`config.mk`:
```
export PLATFORM = sky130hd
export DESIGN_NAME = decoder_stream
export DESIGN_NICKNAME = d
export VERILOG_FILES = /design/src/rtl/decoder_stream.sv
export SDC_FILE = /design/constraint.sdc
export NUM_CORES = 1
export LEC_CHECK = 0
export CELL_PAD_IN_SITES_DETAIL_PLACEMENT = 0
export CELL_PAD_IN_SITES_GLOBAL_PLACEMENT = 1
export CORE_AREA = 10 10 64 66
export CTS_CLUSTER_DIAMETER = 80
export DETAILED_ROUTE_END_ITERATION = 7
export DIE_AREA = 0 0 74 76
export DONT_BUFFER_PORTS = 1
export GPL_TIMING_DRIVEN = 0
export HOLD_SLACK_MARGIN = 0.15
export PLACE_DENSITY_LB_ADDON = 0.05
export SETUP_SLACK_MARGIN = 0.02
export SLEW_MARGIN = 20
export SYNTH_ARGS = -nofsm -noshare
export SYNTH_HDL_FRONTEND = slang
export SYNTH_SLANG_ARGS = --single-unit
```
`constraint.sdc`:
```
create_clock -name clock -period 2.5 [get_ports clock]
set_input_delay 0.5 -clock clock [delete_from_list [all_inputs] [get_ports clock]]
set_output_delay 0.5 -clock clock [all_outputs]
set_load 0.01 [all_outputs]
```
`src/rtl/decoder_stream.sv`:
```
// ---------------------------------------------------------------------------
// decoder_stream
//   Flow-controlled N-to-2**N one-hot decoder. Accepted (encode, enable)
//   pairs are buffered in a DEPTH-entry FIFO. The head entry is decoded into
//   a registered output stage with valid/ready handshaking.
//
// Ports
//   clock      in   rising-edge clock
//   reset      in   asynchronous active-high reset
//   encode     in   N-bit binary index to decode
//   enable     in   sampled with encode; 0 yields an all-zero word
//   in_valid   in   producer presents a pair
//   in_ready   out  FIFO not full (registered state only)
//   decode     out  registered one-hot (or zero) result, 2**N bits
//   out_valid  out  decode holds an unconsumed result
//   out_ready  in   consumer takes decode this cycle
//   count      out  pairs held in the FIFO, output register excluded
// ---------------------------------------------------------------------------
module decoder_stream #(
  parameter int N     = 3,
  parameter int DEPTH = 4
) (
  input  logic                       clock,
  input  logic                       reset,
  input  logic [N-1:0]               encode,
  input  logic                       enable,
  input  logic                       in_valid,
  output logic                       in_ready,
  output logic [2**N-1:0]            decode,
  output logic                       out_valid,
  input  logic                       out_ready,
  output logic [$clog2(DEPTH):0]     count
);

  localparam int W  = 2**N;
  localparam int AW = $clog2(DEPTH);
  localparam int CW = AW + 1;

  typedef struct packed {
    logic         en;
    logic [N-1:0] enc;
  } entry_t;

  entry_t         mem_q [DEPTH];
  logic [AW-1:0]  wr_ptr_q, wr_ptr_d;
  logic [AW-1:0]  rd_ptr_q, rd_ptr_d;
  logic [CW-1:0]  count_q, count_d;
  logic [W-1:0]   decode_q, decode_d;
  logic           out_valid_q, out_valid_d;

  logic           full;
  logic           empty;
  logic           push;
  logic           load;
  entry_t         head;

  assign full  = (count_q == CW'(DEPTH));
  assign empty = (count_q == '0);
  // No push while full, even if a pop frees a slot on the same edge.
  assign push  = in_valid && !full;
  // The output register refills whenever it is empty or being consumed.
  assign load  = !empty && (!out_valid_q || out_ready);
  assign head  = mem_q[rd_ptr_q];

  // NOTE: every signal assigned here gets a default first, so no latch is inferred.
  always_comb begin
    decode_d    = decode_q;
    out_valid_d = out_valid_q;
    wr_ptr_d    = wr_ptr_q;
    rd_ptr_d    = rd_ptr_q;
    count_d     = count_q + CW'(push) - CW'(load);

    if (push) begin
      wr_ptr_d = wr_ptr_q + AW'(1);
    end

    if (load) begin
      rd_ptr_d    = rd_ptr_q + AW'(1);
      out_valid_d = 1'b1;
      decode_d    = head.en ? (W'(1) << head.enc) : '0;
    end else if (out_valid_q && out_ready) begin
      out_valid_d = 1'b0;
      decode_d    = '0;
    end
  end

  // NOTE: sequential state uses non-blocking assignments so every register samples pre-edge values.
  always_ff @(posedge clock or posedge reset) begin
    if (reset) begin
      wr_ptr_q    <= '0;
      rd_ptr_q    <= '0;
      count_q     <= '0;
      decode_q    <= '0;
      out_valid_q <= 1'b0;
    end else begin
      wr_ptr_q    <= wr_ptr_d;
      rd_ptr_q    <= rd_ptr_d;
      count_q     <= count_d;
      decode_q    <= decode_d;
      out_valid_q <= out_valid_d;
    end
  end

  // NOTE: FIFO storage has no reset; contents are only read behind count, so stale words never escape.
  always_ff @(posedge clock) begin
    if (push) begin
      mem_q[wr_ptr_q] <= '{en: enable, enc: encode};
    end
  end

  assign in_ready  = !full;
  assign decode    = decode_q;
  assign out_valid = out_valid_q;
  assign count     = count_q;

endmodule

```
* After elaboration in Yosys (flattened, before gate mapping) *
Memory sizes are Yosys's and may differ from the RTL's.
Index checks and enable logic that the tools add are counted.

storage, ports and cells
  bits in registers = 16
  latch bits = 0
  bits in writable memories = 16
  bits in read-only memories = 0
  input bits = 8
  output and inout bits = 13
  word-level logic and storage cells = 28
  memories = 1

operators by class
  add/sub/neg operators = 4
  $mul = 0
  divide/modulo/power cells = 0
  $lt $le $gt $ge = 0
  equality and inequality tests = 1
  shifts and indexed selects = 1
  muxes and demuxes = 7
  bitwise gates (word level) = 0
  reductions and logical operators = 9

memories
  memory  words  width  read ports  clocked after memory_dff  wr ports  RTL line  RTL
  mem_q   4      4      1           0                         1         44        entry_t mem_q [DEPTH];

operators by type and width
  kind                                             number
  two-way mux 8 bit                                3
  left shift 1 x 3 -> 8 bit, first input constant  1
  adder 2 x 1 -> 2 bit, second input constant      2
  two-way mux 1 bit                                4
  adder 3 x 1 -> 3 bit                             1
  == test 3 bit, second input constant             1
  logical AND 1 bit                                3
  logical NOT 1 bit                                3
  logical NOT 3 bit                                1
  subtractor 3 x 1 -> 3 bit                        1
  nonzero test 2 bit                               1
  logical OR 1 bit                                 1

* Depth between registers and ports, before layout *
  depth after elaboration = 5
  depth in mapped cells = 9

* Worst setup path after synthesis *
No wires, ideal clock.

  path type = register -> register
  start = register count_q[2], in the netlist count[2]
  end = register count_q[2], in the netlist count[2]
  arrival time = 2.247 ns
  slack = 0.127 ns
  stages on the path, launching flop included = 9
  path buffers = 0
  clock period less this slack = 2.373 ns
  path through = dfrtp_1 > nor3_1 > nor2_1 > ha_1 > inv_1 > ha_1 > fa_1 > xor2_1 > xnor2_1

between the ends
  elaborated cells on any way between the ends = 8

RTL lines
  element                    RTL line  RTL
  from (decl)                47        logic [CW-1:0] count_q, count_d;
  from (signal assigned)     98        count_q <= count_d;
  logical NOT 3 bit          58        assign empty = (count_q == '0);
  logical NOT 1 bit          62        assign load = !empty && (!out_valid_q || out_ready);
  logical AND 1 bit          62
  net load                   54        logic load;
  subtractor 3 x 1 -> 3 bit  71        count_d = count_q + CW'(push) - CW'(load);
  net count_d[2]             47

The timed path passes the listed nets, and every way through them passes these cells.
A chain may end at the register's enable or synchronous reset.

* Worst setup path after layout *
  start = register count_q[1], in the netlist count[1]
  end = register count_q[2], in the netlist count[2]

between the ends
  cells in the longest elaborated chain, start to end = 5
  elaborated cells on any way between the ends = 8

ends and longest elaborated chain
  element                    RTL line  RTL
  == test 3 bit              57        assign full = (count_q == CW'(DEPTH));
  logical NOT 1 bit          --
  net in_ready               28        output logic in_ready,
  logical AND 1 bit          60        assign push = in_valid && !full;
  adder 3 x 1 -> 3 bit       71
  subtractor 3 x 1 -> 3 bit  71
  net count_d[2]             47

The timed path passes the listed nets, and every way through them passes these cells.

==> key figures <==
Run status
  – Status: complete, no violations

Drt
  – # DRC: 0
  – WL per Instance: 18.1 um
  – First-pass DRT Iterations: 4
  – Iteration-0 DRC Markers: 31
  – Antenna Nets Post-Route: 0
  – Final wirelength: 2.34 mm
  – Vias: 724
  – Vias per std cell: 5.61

Yosys
  – Post-synth cell types: 27
  – Async S/R FF share, synth: 0.500
  – Syn nets: 102
  – Seq/Total Area, Yosys: 0.642
  – Top post-synthesis cells by area: edfxtp_1, dfrtp_1, mux4_2
  – Area fraction of the dominant cell type after synthesis: 0.350
  – Yosys reg bits: 32
  – Main synth FF type: edfxtp_1
  – Avg Inst Size Synth: 15.8 um^2
  – YS warnings: 0
  – EDFF count, synth: 16
  – Cells after Synth: 87
  – Synth area leader: edfxtp_1
  – Post-Syn Area: 1370 um^2

Global routing
  – Antenna violations before repair: 0
  – GRT overflow: 0
  – GRT Util Overall: 0.0925
  – Number of global-route vias before repair: 807
  – Largest net degree at the start of global routing: 17
  – Global-route wire length before repair: 3.97 mm

Power and ir drop
  – Int Pwr: 1.12 mW
  – Combinational power share: 0.339
  – PwrDens: 1180 nW/um^2
  – Leakage: 0.590 nW
  – Seq pwr share: 0.513
  – VDD IR max: 701 uV
  – Switching power: 638 uW
  – Clk pwr share: 0.148
  – Sw frac: 0.362

Clock network
  – TritonCTS clock tree: yes
  – Clk slew on worst S/H paths: 90 ps
  – Postcts setup bufs: 0
  – Clk Latency, worst-skew pair: 310 ps
  – CTS Buf Count: 5
  – Root buffer cell: clkbuf_4
  – CTS max path bufs: 2
  – H-tree lvl count: 2
  – # clock sinks: 32

Layout
  – Finished Layout Cells: 129
  – Number of diodes: 0
  – Commonest non-fill, non-tap cells in the layout: edfxtp_1, dfrtp_1, clkbuf_4, inv_1, ha_1
  – Most common cell after layout, fill and taps aside: edfxtp_1
  – Share of cells above drive strength 1: 0.208
  – Fin nets: 110
  – P&R area growth vs syn: 9.02%

Setup path
  – RR Endpoint: count[2]
  – Worst setup path category: flop to flop
  – CP max FO: 6
  – Critical Path Start Type: flop
  – Critical Path RT: 2710 ps
  – FF-to-FF Start: count[1]
  – Crit. End Element: flop
  – Worst reg-to-reg path cell count: 9
  – Worst Path Arrival: 2540 ps
  – R2R Setup Slk: 170 ps

Placed design
  – Port bufs: 0
  – Hpwl dp: 1.75 mm
  – Dpl cells: 120
  – GPL Wtd Cong: 0.678

Floorplan
  – Die W: 74 um
  – Initial Utilization: 0.469
  – # rows: 20
  – Die H: 76 um
  – # IOs: 21
  – Die area: 5620 um^2
  – Core area: 2930 um^2

Hold path
  – Hold_sp: enable
  – Hold path depth: 0
  – Hold endpoint: mem_q[3][3]
  – HP Class: primary input to flop

Timing
  – Endpoints failing hold: 0
  – Hold_ws: 273 ps
  – Unrepaired setup endpoints after global routing: false
  – Crit path time final: 2330 ps
  – Highest clock rate: 429 MHz
  – Rel. slew slack: 0.597
  – Final period util: 0.932
  – Clk_skew: 6.19 ps
  – Final Slew Violations: 0
  – Final setup viols: 0
  – Slew @ Worst Pin: 603 ps

Job
  – Max Cap Viol: 0
-- power groups by stage --
stage | clock [mW] | sequential (mW) | combinational [mW]
5_1_grt | 0.295 | 0.935 | 0.702
4_1_cts | 0.268 | 0.902 | 0.599
3_5_place_dp | 0 | 0.904 | 0.591
2_1_floorplan | 0 | 0.855 | 0.496
6_report | 0.260 | 0.905 | 0.597
3_3_place_gp | 0 | 0.896 | 0.584
-- logic make-up (layout without fill, tap and decap cells) --
kind of cell	after synthesis	count (layout)	synth area share
AO/OA/AOI/OAI	9	9	0.0583
XOR/XNOR	5	5	0.0319
buffers and inverters	8	17	0.0273
multiplexers	5	5	0.0738
flip-flops	32	32	0.642
adder cells (fa/ha/maj)	7	7	0.0693
AND/OR/NAND/NOR	21	21	0.0975
-- critical path: stages, from the launching register on --
cell and delay, ps:
dfrtp_2 490, or3b_2 480, clkbuf_4 180, nand2_2 110, ha_1 130, inv_1 40
ha_1 180, fa_2 330, xor2_1 150, xnor2_1 120
-- cells in the mapped netlist, drive strengths merged (2+ instances only) --
cell type	count
edfxtp	16
inv	6
xor2	2
xnor2	3
nand2b	2
a32o	4
o2bb2ai	2
and3	4
a22o	2
mux4	4
ha	6
dfrtp	16
nand2	3
nor3	3
nor2b	2
-- worst max-delay path by stage --
stage	depth (start not counted)	from	slack, ps	endpoint
after floorplan	8	count[2]	130	count[2]
after global routing	9	count[1]	60	count[2]
after CTS	9	count[1]	30	count[2]
final	9	count[1]	170	count[2]
after global placement	8	count[1]	-110	count[2]
after detailed placement	8	count[2]	-100	count[2]
-- state kept, by name (all words and copies together), names as in the netlist --
name / flops
out_valid: 1
wr_ptr_q: 2
mem_q: 16
decode: 8
count: 3
rd_ptr_q: 2
-- layer usage --
metal  share of wire  wire length [um]  track usage  up-vias
met2            0.48              1120        0.134       19
met5               0                 0            0        -
li1                -                 -            -      341
met4          0.0090                21       0.0336        0
met3           0.090               210       0.0560        2
met1            0.42               986        0.109      362
-- stage by stage --
stage	setup slack [ps]	util	cell area [um^2]	power (mW)	TNS [ps]
3_5_place_dp	-97.7	0.483	1410	1.50	-97.7
2_1_floorplan	127	-	1370	1.35	0
6_report	169	0.511	1500	1.76	0
4_1_cts	34.7	0.506	1480	1.77	0
5_1_grt	64.7	0.511	1500	1.93	0
3_3_place_gp	-113	0.483	1410	1.48	-113
-- timing repair --
| action | in CTS | in global routing |
|---|---|---|
| endpoints found under the hold margin | 14 | 0 |
| setup endpoints to repair | 1 | 1 |
| pin swaps | 0 | 1 |
| hold buffers | 1 | 0 |
| resized for setup | 4 | 7 |
-- area by class of cell --
| cell class | count | area [um^2] |
|---|---|---|
| Buffer | 2 | 18.8 |
| Clock buffer | 6 | 41.3 |
| Clock inverter | 2 | 7.51 |
| Fill cell | 265 | 1430 |
| Inverter | 6 | 22.5 |
| Multi-Input combinational cell | 47 | 470 |
| Sequential cell | 32 | 885 |
| Tap cell | 33 | 41.3 |
| Timing Repair Buffer | 1 | 10.0 |
(Power assumes the default switching activity.)
